--- src/rtl/dcm_reset_ctrl_if.sv ---
// ---------------------------------------------------------------------------
// dcm_reset_ctrl_if
// Groups the DCM status inputs, the restart request and the reset/status
// outputs of dcm_reset_ctrl.
//   dcm_locked    : DCM LOCKED flag, asynchronous to the controller clock
//   clkin_stopped : DCM clock-input-stopped flag, asynchronous
//   restart       : single-cycle synchronous request to restart the sequence
//   dcm_rst       : DCM RST drive, high holds the DCM in reset
//   sys_reset     : active-high reset for the DCM-clocked system
//   ready         : high only while the DCM is locked and released
//   fault         : high only after lock attempts are exhausted
//   loss_count    : saturating count of lock losses seen while running
// The slave modport is the controller side; master is its environment.
// ---------------------------------------------------------------------------
interface dcm_reset_ctrl_if;
    logic       dcm_locked;
    logic       clkin_stopped;
    logic       restart;
    logic       dcm_rst;
    logic       sys_reset;
    logic       ready;
    logic       fault;
    logic [7:0] loss_count;

    modport master (
        output dcm_locked,
        output clkin_stopped,
        output restart,
        input  dcm_rst,
        input  sys_reset,
        input  ready,
        input  fault,
        input  loss_count
    );

    modport slave (
        input  dcm_locked,
        input  clkin_stopped,
        input  restart,
        output dcm_rst,
        output sys_reset,
        output ready,
        output fault,
        output loss_count
    );
endinterface

--- src/rtl/dcm_reset_ctrl.sv ---
// ---------------------------------------------------------------------------
// dcm_reset_ctrl
// Sequences a DCM out of reset: pulses dcm_rst, waits for lock with a
// timeout and a bounded number of retries, requires lock to stay stable
// before releasing the system, and restarts on any lock loss or stopped
// input clock. Exhausted retries park the block in a fault state.
// Ports:
//   clock   : DCM input reference clock, all logic on its rising edge
//   reset_n : asynchronous active-low reset
//   bus     : dcm_reset_ctrl_if.slave (status inputs, restart, outputs)
// Parameters:
//   RST_CYCLES    : cycles dcm_rst is held per DCM reset (3..255)
//   LOCK_TIMEOUT  : cycles allowed for lock after dcm_rst falls (2..65536)
//   STABLE_CYCLES : cycles lock must stay high before release (1..65536)
//   MAX_RETRIES   : timed-out attempts allowed before fault (0..15)
// ---------------------------------------------------------------------------
module dcm_reset_ctrl #(
    parameter int RST_CYCLES    = 4,
    parameter int LOCK_TIMEOUT  = 1024,
    parameter int STABLE_CYCLES = 16,
    parameter int MAX_RETRIES   = 7
) (
    input  logic             clock,
    input  logic             reset_n,
    dcm_reset_ctrl_if.slave  bus
);

    typedef enum logic [2:0] {
        RESET_DCM,
        WAIT_LOCK,
        SETTLE,
        RUN,
        FAULT
    } state_t;

    localparam logic [15:0] RST_LAST    = 16'(RST_CYCLES - 1);
    localparam logic [15:0] LOCK_LAST   = 16'(LOCK_TIMEOUT - 1);
    localparam logic [15:0] STABLE_LAST = 16'(STABLE_CYCLES - 1);
    localparam logic [3:0]  RETRY_MAX   = 4'(MAX_RETRIES);

    state_t      state_reg, state_next;
    logic [15:0] cnt_reg, cnt_next;
    logic [3:0]  retries_reg, retries_next;
    logic [7:0]  loss_reg, loss_next;

    logic        locked_meta_reg, locked_s;
    logic        stop_meta_reg, stop_s;
    logic        lock_ok;

    logic        dcm_rst_reg;
    logic        sys_reset_reg;
    logic        ready_reg;
    logic        fault_reg;

    // Two-flop synchronisers for the asynchronous DCM status flags.
    always_ff @(posedge clock or negedge reset_n) begin
        if (!reset_n) begin
            locked_meta_reg <= 1'b0;
            locked_s        <= 1'b0;
            stop_meta_reg   <= 1'b0;
            stop_s          <= 1'b0;
        end else begin
            locked_meta_reg <= bus.dcm_locked;
            locked_s        <= locked_meta_reg;
            stop_meta_reg   <= bus.clkin_stopped;
            stop_s          <= stop_meta_reg;
        end
    end

    // A usable lock needs LOCKED high and the input clock running.
    assign lock_ok = locked_s && !stop_s;

    always_comb begin
        state_next   = state_reg;
        cnt_next     = cnt_reg;
        retries_next = retries_reg;
        loss_next    = loss_reg;

        if (bus.restart) begin
            // Restart overrides every other transition this cycle.
            state_next   = RESET_DCM;
            cnt_next     = '0;
            retries_next = '0;
        end else begin
            unique case (state_reg)
                RESET_DCM: begin
                    if (cnt_reg == RST_LAST) begin
                        state_next = WAIT_LOCK;
                        cnt_next   = '0;
                    end else begin
                        cnt_next = cnt_reg + 16'd1;
                    end
                end
                WAIT_LOCK: begin
                    if (lock_ok) begin
                        state_next = SETTLE;
                        cnt_next   = '0;
                    end else if (cnt_reg == LOCK_LAST) begin
                        cnt_next = '0;
                        if (retries_reg == RETRY_MAX) begin
                            state_next = FAULT;
                        end else begin
                            state_next   = RESET_DCM;
                            retries_next = retries_reg + 4'd1;
                        end
                    end else begin
                        cnt_next = cnt_reg + 16'd1;
                    end
                end
                SETTLE: begin
                    // A glitch here is not a timeout, so retries is kept.
                    if (!lock_ok) begin
                        state_next = RESET_DCM;
                        cnt_next   = '0;
                    end else if (cnt_reg == STABLE_LAST) begin
                        state_next   = RUN;
                        cnt_next     = '0;
                        retries_next = '0;
                    end else begin
                        cnt_next = cnt_reg + 16'd1;
                    end
                end
                RUN: begin
                    if (!lock_ok) begin
                        state_next = RESET_DCM;
                        cnt_next   = '0;
                        if (loss_reg != 8'hFF) begin
                            loss_next = loss_reg + 8'd1;
                        end
                    end
                end
                FAULT: begin
                    // Parked until restart or reset_n.
                end
                default: begin
                    state_next = RESET_DCM;
                    cnt_next   = '0;
                end
            endcase
        end
    end

    // Outputs are decoded from the next state so they move with the state.
    always_ff @(posedge clock or negedge reset_n) begin
        if (!reset_n) begin
            state_reg     <= RESET_DCM;
            cnt_reg       <= '0;
            retries_reg   <= '0;
            loss_reg      <= '0;
            dcm_rst_reg   <= 1'b1;
            sys_reset_reg <= 1'b1;
            ready_reg     <= 1'b0;
            fault_reg     <= 1'b0;
        end else begin
            state_reg     <= state_next;
            cnt_reg       <= cnt_next;
            retries_reg   <= retries_next;
            loss_reg      <= loss_next;
            dcm_rst_reg   <= (state_next == RESET_DCM) || (state_next == FAULT);
            sys_reset_reg <= (state_next != RUN);
            ready_reg     <= (state_next == RUN);
            fault_reg     <= (state_next == FAULT);
        end
    end

    assign bus.dcm_rst    = dcm_rst_reg;
    assign bus.sys_reset  = sys_reset_reg;
    assign bus.ready      = ready_reg;
    assign bus.fault      = fault_reg;
    assign bus.loss_count = loss_reg;

endmodule

--- src/flat_wrapper.sv ---
// flat-port wrapper written by rule: the top's interface ports become plain ports
module dcm_reset_ctrl_flat 
#(
    parameter int RST_CYCLES    = 4,
    parameter int LOCK_TIMEOUT  = 1024,
    parameter int STABLE_CYCLES = 16,
    parameter int MAX_RETRIES   = 7
)
  (clock, reset_n, bus_dcm_locked, bus_clkin_stopped, bus_restart, bus_dcm_rst, bus_sys_reset, bus_ready, bus_fault, bus_loss_count);
  dcm_reset_ctrl_if bus_i ();
  input  logic clock;
  input  logic reset_n;
  input wire logic [$bits(bus_i.dcm_locked)-1:0] bus_dcm_locked;
  input wire logic [$bits(bus_i.clkin_stopped)-1:0] bus_clkin_stopped;
  input wire logic [$bits(bus_i.restart)-1:0] bus_restart;
  output wire logic [$bits(bus_i.dcm_rst)-1:0] bus_dcm_rst;
  output wire logic [$bits(bus_i.sys_reset)-1:0] bus_sys_reset;
  output wire logic [$bits(bus_i.ready)-1:0] bus_ready;
  output wire logic [$bits(bus_i.fault)-1:0] bus_fault;
  output wire logic [$bits(bus_i.loss_count)-1:0] bus_loss_count;
  assign bus_i.dcm_locked = bus_dcm_locked;
  assign bus_i.clkin_stopped = bus_clkin_stopped;
  assign bus_i.restart = bus_restart;
  assign bus_dcm_rst = bus_i.dcm_rst;
  assign bus_sys_reset = bus_i.sys_reset;
  assign bus_ready = bus_i.ready;
  assign bus_fault = bus_i.fault;
  assign bus_loss_count = bus_i.loss_count;
  dcm_reset_ctrl #(.RST_CYCLES(RST_CYCLES), .LOCK_TIMEOUT(LOCK_TIMEOUT), .STABLE_CYCLES(STABLE_CYCLES), .MAX_RETRIES(MAX_RETRIES)) u_core (.clock(clock), .reset_n(reset_n), .bus(bus_i));
endmodule
--- config.mk ---
export PLATFORM = sky130hd
export DESIGN_NAME = dcm_reset_ctrl_flat
export DESIGN_NICKNAME = d
export VERILOG_FILES = /design/src/rtl/dcm_reset_ctrl_if.sv /design/src/rtl/dcm_reset_ctrl.sv /design/src/flat_wrapper.sv
export SDC_FILE = /design/constraint.sdc
export NUM_CORES = 1
export LEC_CHECK = 0
export CORE_UTILIZATION = 40
export CTS_BUF_LIST = sky130_fd_sc_hd__clkbuf_4 sky130_fd_sc_hd__clkbuf_8
export DETAILED_ROUTE_END_ITERATION = 10
export SYNTH_ARGS = -nofsm -noshare
export SYNTH_HDL_FRONTEND = slang
export SYNTH_SLANG_ARGS = --single-unit
export TNS_END_PERCENT = 100
--- constraint.sdc ---
create_clock -name clock -period 6 [get_ports clock]
set_input_delay 0.9 -clock clock [delete_from_list [all_inputs] [get_ports clock]]
set_output_delay 0.9 -clock clock [all_outputs]
set_load 0.05 [all_outputs]
Word level (Yosys, flattened, before mapping)
Cells that the tools add are included.
{"block": "totals", "mem_count": 0, "ff_bits": 39, "elab_cells": 69, "output_inout_bits": 12, "latchBits": 0, "mem_bits_rw": 0, "input_bits": 5, "romBits": 0}
{"block": "classes", "eq_ne": 19, "n_addsub": 3, "n_reduce_logical": 9, "bitwise_logic": 2, "n_shift": 0, "n_lt_le_gt_ge": 0, "multipliers": 0, "n_mux": 24, "div": 0}
{"operator": "two-way mux 16 bit", "n": 7}
{"operator": "case mux 16 bit (5 select lines)", "n": 1}
{"operator": "two-way mux 3 bit", "n": 8}
{"operator": "two-way mux 4 bit", "n": 6}
{"operator": "adder 16 x 1 -> 16 bit, second input constant", "n": 1}
{"operator": "equality test 16 x 10 -> 1 bit, second input constant", "n": 1}
{"operator": "equality test 16 x 2 -> 1 bit, second input constant", "n": 1}
{"operator": "equality test 16 x 4 -> 1 bit, second input constant", "n": 1}
{"operator": "case mux 3 bit (5 select lines)", "n": 1}
{"operator": "inequality test 3 x 2 -> 1 bit, second input constant", "n": 4}
{"operator": "equality test 3 x 2 -> 1 bit, second input constant", "n": 3}
{"operator": "inequality test 3 bit, second input constant", "n": 3}
{"operator": "adder 8 x 1 -> 8 bit, second input constant", "n": 1}
{"operator": "inequality test 8 bit, second input constant", "n": 1}
{"operator": "case mux 4 bit (2 select lines)", "n": 1}
{"operator": "equality test 3 bit, second input constant", "n": 2}
{"operator": "logical NOT 3 bit", "n": 2}
{"operator": "AND reduction 6 bit", "n": 1}
{"operator": "adder 4 x 1 -> 4 bit, second input constant", "n": 1}
{"operator": "equality test 4 x 3 -> 1 bit, second input constant", "n": 1}
{"operator": "AND reduction 4 bit", "n": 1}
{"operator": "equality test 3 x 1 -> 1 bit, second input constant", "n": 1}
{"operator": "nonzero test 3 bit", "n": 1}
{"operator": "inequality test 2 bit, second input constant", "n": 1}
{"operator": "other kinds (5)", "n": 6}

Depth between registers and ports, before layout
Gate-level depths: netlist of the first run.
{"block": "logic_depth", "ltp_word": 8, "depth_mapped": 7, "depth_no_buf": 6}

Least setup slack after synthesis of the first run
OpenSTA, ideal clock, no wires.
{"block": "synth_timing", "path_type": "input-to-reg", "startpoint": "input port bus_restart", "endpoint": "register u_core.loss_reg[1] (netlist: u_core.bus.loss_count[1])", "required_time_ns": 5.875, "setup_slack_ns": 3.631, "path_stages": 3, "setup_time_ns": 0.125, "path_buffers": 1, "arrival_ns": 2.245, "path_cell_list": "clkbuf_1 > nor4_1 > mux2_2"}
{"block": "synth_via", "elab_chain_cells": 2}
{"element": "start, declared", "line": "flat_wrapper.sv:15", "source": "input wire logic [$bits(bus_i.restart)-1:0] bus_restart;"}
{"element": "NOT 1 bit (no source line)"}
{"element": "AND reduction 4 bit (no source line)"}
{"element": "end signal, assigned", "line": "dcm_reset_ctrl.sv:158", "source": "loss_reg <= loss_next;"}
{"element": "end, declared", "line": "dcm_reset_ctrl.sv:44", "source": "logic [7:0] loss_reg, loss_next;"}
Every way passes these cells.
A chain may end at the register's enable or synchronous reset.

Worst setup path after layout of the first run
{"block": "layout_timing", "startpoint": "input port bus_restart", "endpoint": "register u_core.cnt_reg[5]"}
{"block": "layout_via", "elab_chain_cells": 2}
{"element": "inequality test 3 bit (no source line) or inequality test 2 bit (tied branches)"}
{"element": "AND reduction 2 bit (no source line)"}
{"element": "end signal, assigned", "line": "dcm_reset_ctrl.sv:156", "source": "cnt_reg <= cnt_next;"}
{"element": "end, declared", "line": "dcm_reset_ctrl.sv:42", "source": "logic [15:0] cnt_reg, cnt_next;"}
Parallel ways exist; a longest one is shown, timed or not.

==> results of run 1 <==
-- cell type report --
type	instances	area, sq um
fillers	451	2410
flip-flops and latches	39	978
multi-input cells	153	960
repair buffers	16	155
well taps	67	83.8
clock buffers	6	76.3
clock inverters	2	60.1
inverters	7	26.3
-- power by group --
part           switching, mW  internal [mW]
sequential           0.00866          0.272
clock                 0.0889          0.171
combinational         0.0314         0.0185
-- placed cells by master, fill, tap and decap left out, types with 2 or more instances in the layout --
| cell type | Yosys | layout |
|---|---|---|
| a21oi_1 | 2 | 2 |
| and3_1 | 4 | 4 |
| bufinv_16 | 0 | 2 |
| clkbuf_8 | 0 | 5 |
| clkdlybuf4s50_1 | 0 | 15 |
| dfrtp_1 | 37 | 37 |
| dfstp_2 | 2 | 2 |
| ha_1 | 3 | 3 |
| inv_1 | 7 | 7 |
| nand2_1 | 17 | 17 |
| nand2b_1 | 5 | 5 |
| nand3_1 | 12 | 12 |
| nand4_1 | 5 | 5 |
| nand4bb_1 | 2 | 2 |
| nor2_1 | 30 | 30 |
| nor2b_1 | 3 | 3 |
| nor3_1 | 7 | 7 |
| nor3b_1 | 3 | 3 |
| nor4_1 | 8 | 8 |
| o211ai_1 | 2 | 2 |
| o21ai_0 | 9 | 9 |
| or4_1 | 3 | 3 |
| or4_4 | 2 | 2 |
| xnor2_1 | 17 | 17 |
| xor2_1 | 2 | 2 |
-- worst min path at each step --
stage | slack, ps | depth (start not counted) | from | to
2_1_floorplan | 330 | 0 | u_core.locked_meta_reg | u_core.locked_s
3_3_place_gp | 340 | 0 | u_core.stop_meta_reg | u_core.stop_s
3_5_place_dp | 350 | 0 | u_core.locked_meta_reg | u_core.locked_s
4_1_cts | 360 | 0 | u_core.locked_meta_reg | u_core.locked_s
5_1_grt | 370 | 0 | u_core.locked_meta_reg | u_core.locked_s
6_report | 360 | 0 | u_core.stop_meta_reg | u_core.stop_s
-- worst reg2reg max path, stage by stage, from the launching register on --
cell and delay [ps]:
dfrtp_1 420, or4_4 560, nor4_1 420, nor2_1 230, o41ai_4 710, nor2_1 120
-- layer usage --
| layer | global-route usage [%] | share of wire (%) |
|---|---|---|
| met1 | 22.3 | 51 |
| met2 | 23.5 | 43 |
| met3 | 3.75 | 4.3 |
| met4 | 6.32 | 1.4 |
| met5 | 0 | 0 |
-- kinds of logic after synthesis --
logic type      count (synthesis)  share of synthesized area, %
simple gates                  107                          28.6
flops                          39                          49.4
compound gates                 22                          8.47
xor+xnor                       19                          8.41
buf+inv                        11                          2.09
fa+ha+maj                       3                          1.90
mux                             2                          1.07
-- per-stage QoR --
stage               hold WS (ps)  util, %  power (mW)  area (sq um)
floorplan                    331        -       0.318          1980
global placement             338     46.3       0.336          2200
detailed placement           346     46.3       0.336          2200
CTS                          364     49.2       0.600          2340
global route                 370     49.2       0.617          2340
finish                       362     49.2       0.590          2340
==> metrics.cfg, run 1 <==
[clocking]
cts_root_buf=clkbuf_8
cts-buffers-inserted=5
numClockSinks=39
clkLatencyLatePin_ps=290
cts_resized=0
cts_tree=built
htree_levels=2
clockBufferDepth=2
ctsHoldBuffers=0
clkTransAtPathRegs_ps=70
postCtsSetupBuffers=0

[timing]
timing.final.crit_share_pct=49.2
timing.final.ws_setup_ps=3050
final-setup-viol-count=0
tightest_slew_ps=1230
fin_skew_ps=5.97
hold_viol_final=0
final_max_slew_viol_count=0
fin_crit_ps=2950
rsz0062_at_grt=false
fmax_ghz=0.338
relSlewSlack_pct=17.9
setup_tns_ps=0

[logic_synthesis]
synth_largest_area_cell=dfrtp_1
ys_ff_latch=39
syn_avg_cell_area_sq_um=9.75
ys.flop_type=dfrtp_1
synth-async-reset-ratio_pct=100
synthCells=203
synth_edf_count=0
yosysMostFrequentCell=dfrtp_1
yosys-top-cells-area=dfrtp_1, xnor2_1, nor2_1
syn_area_sq_um=1980
seq_area_frac_synth_pct=49.4
ys.warnings.count=0
syn-num-nets=211
synth_top_area_share_pct=46.8
yosysUniqueCellTypes=40
yosys-top-cells-count=dfrtp_1, nor2_1, nand2_1, xnor2_1, nand3_1

[floorplan]
top_level_ports=17
die_area_sq_um=5230
core.rowCount=25
start_util_pct=41.6
die_w_um=72.3
die_h_um=72.3
coreArea_sq_um=4750

[setup_path]
critical-path-max-stage-delay_ps=970
path_max_fanout=17
critPathBufInv=1
arrival_ps=3100
path_class=input pin to flop
cp-end-kind=flop
path_delay_family=compound AO/OA/AOI/OAI gates
cp-endpoint=u_core.cnt_reg[5]
worstReg2RegEnd=u_core.cnt_reg[12]
start_kind=input pin
cp_slowest_cell=o2bb2ai_1
startpoint=bus_restart
r2r_start=u_core.cnt_reg[14]
reg2reg_slack_ps=3410
required_ps=6150
cp.depth=6
reg2reg_depth=5
path_cells=clkdlybuf4s50_1 > nand2b_1 > o2bb2ai_1 > nor3_1 > xnor2_1 > nor2_1

[placement]
dpl_worst_slack_ps=2730
dp.cells=282
place_congestion=0.775
hpwl_mm=2.50
io_buffer_count=16

[status]
outcome=complete, no violations

[cells_and_area]
largest_reg_flops=16
drive_above_1_share_pct=8.07
area_delta_synth_final_pct=18.2
fin_cells=290
diodes=0
final_nets=230

[global_route]
antenna_found_initial=0
grtUsageTotal_pct=15.8
grt_pass1_wl_mm=6.46
grt_start_max_net_pins=40
grt_pass1_vias=1409
grt.overflow.total=0

[drt]
detail_route.wl_per_cell_um=12.6
postRouteAntennaNets=0
totalWireLength_mm=3.66
drt_iter0_markers=61
viasPerCell=5.14
num_vias=1491
drc=0
drtPass1Iterations=4

[pwr]
leakagePower_nw=0.936
power_density_nw_per_um2=252
ir_drop_uv=118

[flow_run]
maxCapViolations=0

[min_path]
hp-class=flop to flop

(Power assumes the default switching activity.)
==> inputs of run 2 (changes only) <==
==> constraint.sdc (replaced) <==
create_clock -name clock -period 2.49 [get_ports clock]
set_input_delay 0.3735 -clock clock [delete_from_list [all_inputs] [get_ports clock]]
set_output_delay 0.3735 -clock clock [all_outputs]
set_load 0.05 [all_outputs]
==> metrics.cfg, run 2 (synthesized netlist as in run 1, its figures left out) <==
[status]
outcome=complete, no violations

[pwr]
p_sw_uw=326  ; +150%
ir_drop_uv=303  ; +160%
power_density_nw_per_um2=549  ; +120%
switching_share_pct=24.3  ; +2.5 points
power_frac_comb_pct=9.4  ; +1.0 points
seqPwrFrac_pct=50.5  ; +2.9 points
p_int_mw=1.01  ; +120%
clkPwrFrac_pct=40.1  ; -3.9 points
leakagePower_nw=1.01  ; +7.4%

[floorplan]
core.rowCount=25  ; unchanged
die_h_um=72.3  ; unchanged
die_w_um=72.3  ; unchanged
start_util_pct=41.6  ; unchanged
die_area_sq_um=5230  ; unchanged
top_level_ports=17  ; unchanged
coreArea_sq_um=4750  ; unchanged

[setup_path]
path_class=flop to flop
reg2reg_depth=6  ; +1
worstReg2RegEnd=u_core.cnt_reg[3]
path_max_fanout=10  ; -7
reg2reg_slack_ps=190  ; -3220 ps
start_kind=flop
required_ps=2680  ; -3470 ps
cp-end-kind=flop
critical-path-max-stage-delay_ps=560  ; -410 ps
path_cells=or4_4 > or4_4 > o2bb2ai_2 > o41ai_4 > buf_4 > nor2_1
critPathMostFrequentCell=or4_4
cp_slowest_cell=or4_4
arrival_ps=2490  ; -610 ps
r2r_start=u_core.cnt_reg[14]

[global_route]
antenna_found_initial=0  ; unchanged
grt.overflow.total=0  ; unchanged
grt.met1_usage_pct=25.0  ; +2.8 points
grt_pass1_vias=1468  ; +4.2%
grt_pass1_wl_mm=7.09  ; +9.7%
grt_use_met3_pct=4.17  ; +0.42 points
grt_busiest_layer=met2
use_met2_pct=25.6  ; +2.2 points
grt_start_max_net_pins=40  ; unchanged
grtUsageTotal_pct=17.6  ; +1.8 points

[timing]
hold_viol_final=0  ; unchanged
fin_crit_ps=2300
final-setup-viol-count=0  ; unchanged
relSlewSlack_pct=42.3  ; +24 points
holdWs_ps=189  ; -173 ps
rsz0062_at_grt=false
final_max_slew_viol_count=0  ; unchanged
fin_skew_ps=8.58  ; +2.61 ps
tightest_slew_ps=865  ; -367 ps
setup_tns_ps=0  ; unchanged
timing.final.ws_setup_ps=191  ; -2850 ps
fmax_ghz=0.435
timing.final.crit_share_pct=92.3

[min_path]
hp-class=input pin to async pin

[drt]
drc=0  ; unchanged
num_vias=1559  ; +4.6%
drt_iter0_markers=106  ; +74%
totalWireLength_mm=3.98  ; +8.9%
detail_route.wl_per_cell_um=13.1  ; +3.5%
drtPass1Iterations=4  ; unchanged
viasPerCell=5.11  ; -0.58%
postRouteAntennaNets=0  ; unchanged

[clocking]
cts_root_buf=clkbuf_8
htree_levels=2  ; unchanged
cts-buffers-inserted=5  ; unchanged
clockBufferDepth=2  ; unchanged
clkLatencyLatePin_ps=290  ; about the same
postCtsSetupBuffers=0  ; unchanged
ctsHoldBuffers=0  ; unchanged
cts_tree=built
clkTransAtPathRegs_ps=80  ; about the same
numClockSinks=39  ; unchanged
cts_resized=0  ; unchanged

[cells_and_area]
utilization_pct=51.4  ; +2.2 points
fin_cells=305  ; +5.2%
final_nets=245  ; +6.5%
final_common_cell=dfrtp_1
area_delta_synth_final_pct=23.4
final_cell_mix=dfrtp_1, nor2_1, nand2_1, xnor2_1, clkdlybuf4s50_1
diodes=0  ; unchanged
drive_above_1_share_pct=13.9  ; +5.8 points
largest_reg_flops=16  ; unchanged

[placement]
dp.cells=297  ; +5.3%
io_buffer_count=16  ; unchanged
place_congestion=0.787  ; +1.6%
hpwl_mm=2.77  ; +11%
dpl_worst_slack_ps=202  ; -2530 ps

[flow_run]
maxCapViolations=0  ; unchanged

-- run 2: cell type report --
class / count / area (sq um)
clock buffers: 6 / 76.3
inverters: 7 / 26.3
flip-flops and latches: 39 / 978
multi-input cells: 153 / 960
clock inverters: 2 / 37.5
well taps: 67 / 83.8
repair buffers: 31 / 280
fillers: 453 / 2310
-- run 2: layer usage --
metal	part of all wire, %	vias up	wire length, um
met3	3.1	7	123
met1	52	745	2090
li1	-	784	-
met5	0	-	0
met2	43	23	1700
met4	1.8	0	72
-- run 2: stage by stage --
step / power, mW / cell area, sq um
after CTS: 1.36 / 2440
after detailed placement: 0.817 / 2330
after global placement: 0.816 / 2330
final: 1.34 / 2440
after global routing: 1.40 / 2440
after floorplan: 0.767 / 1980
-- run 2: how the worst max path moves through the flow --
stage / start / end / slack [ps] / depth (start not counted)
after CTS: u_core.cnt_reg[14] / u_core.cnt_reg[12] / 180 / 6
after floorplan: u_core.cnt_reg[14] / u_core.cnt_reg[10] / 220 / 5
after global placement: u_core.cnt_reg[14] / u_core.cnt_reg[9] / 220 / 6
after detailed placement: u_core.cnt_reg[14] / u_core.cnt_reg[3] / 200 / 6
after global routing: u_core.cnt_reg[14] / u_core.cnt_reg[2] / 50 / 5
final: u_core.cnt_reg[14] / u_core.cnt_reg[3] / 190 / 6
-- run 2: critical path: cells and delay by family, from the launching register on --
kind	cells	cell delay [ps]
DFF	1	420
AOI/OAI and AO/OA	2	370
buffers and inverters	1	230
and+or+nand+nor	3	1180
-- run 2: power groups by stage --
stage	Combinational, mW	Sequential [mW]	Clock (mW)
6_report	0.126	0.676	0.538
5_1_grt	0.142	0.680	0.581
4_1_cts	0.129	0.676	0.553
3_5_place_dp	0.128	0.688	0
3_3_place_gp	0.127	0.688	0
2_1_floorplan	0.0687	0.698	0
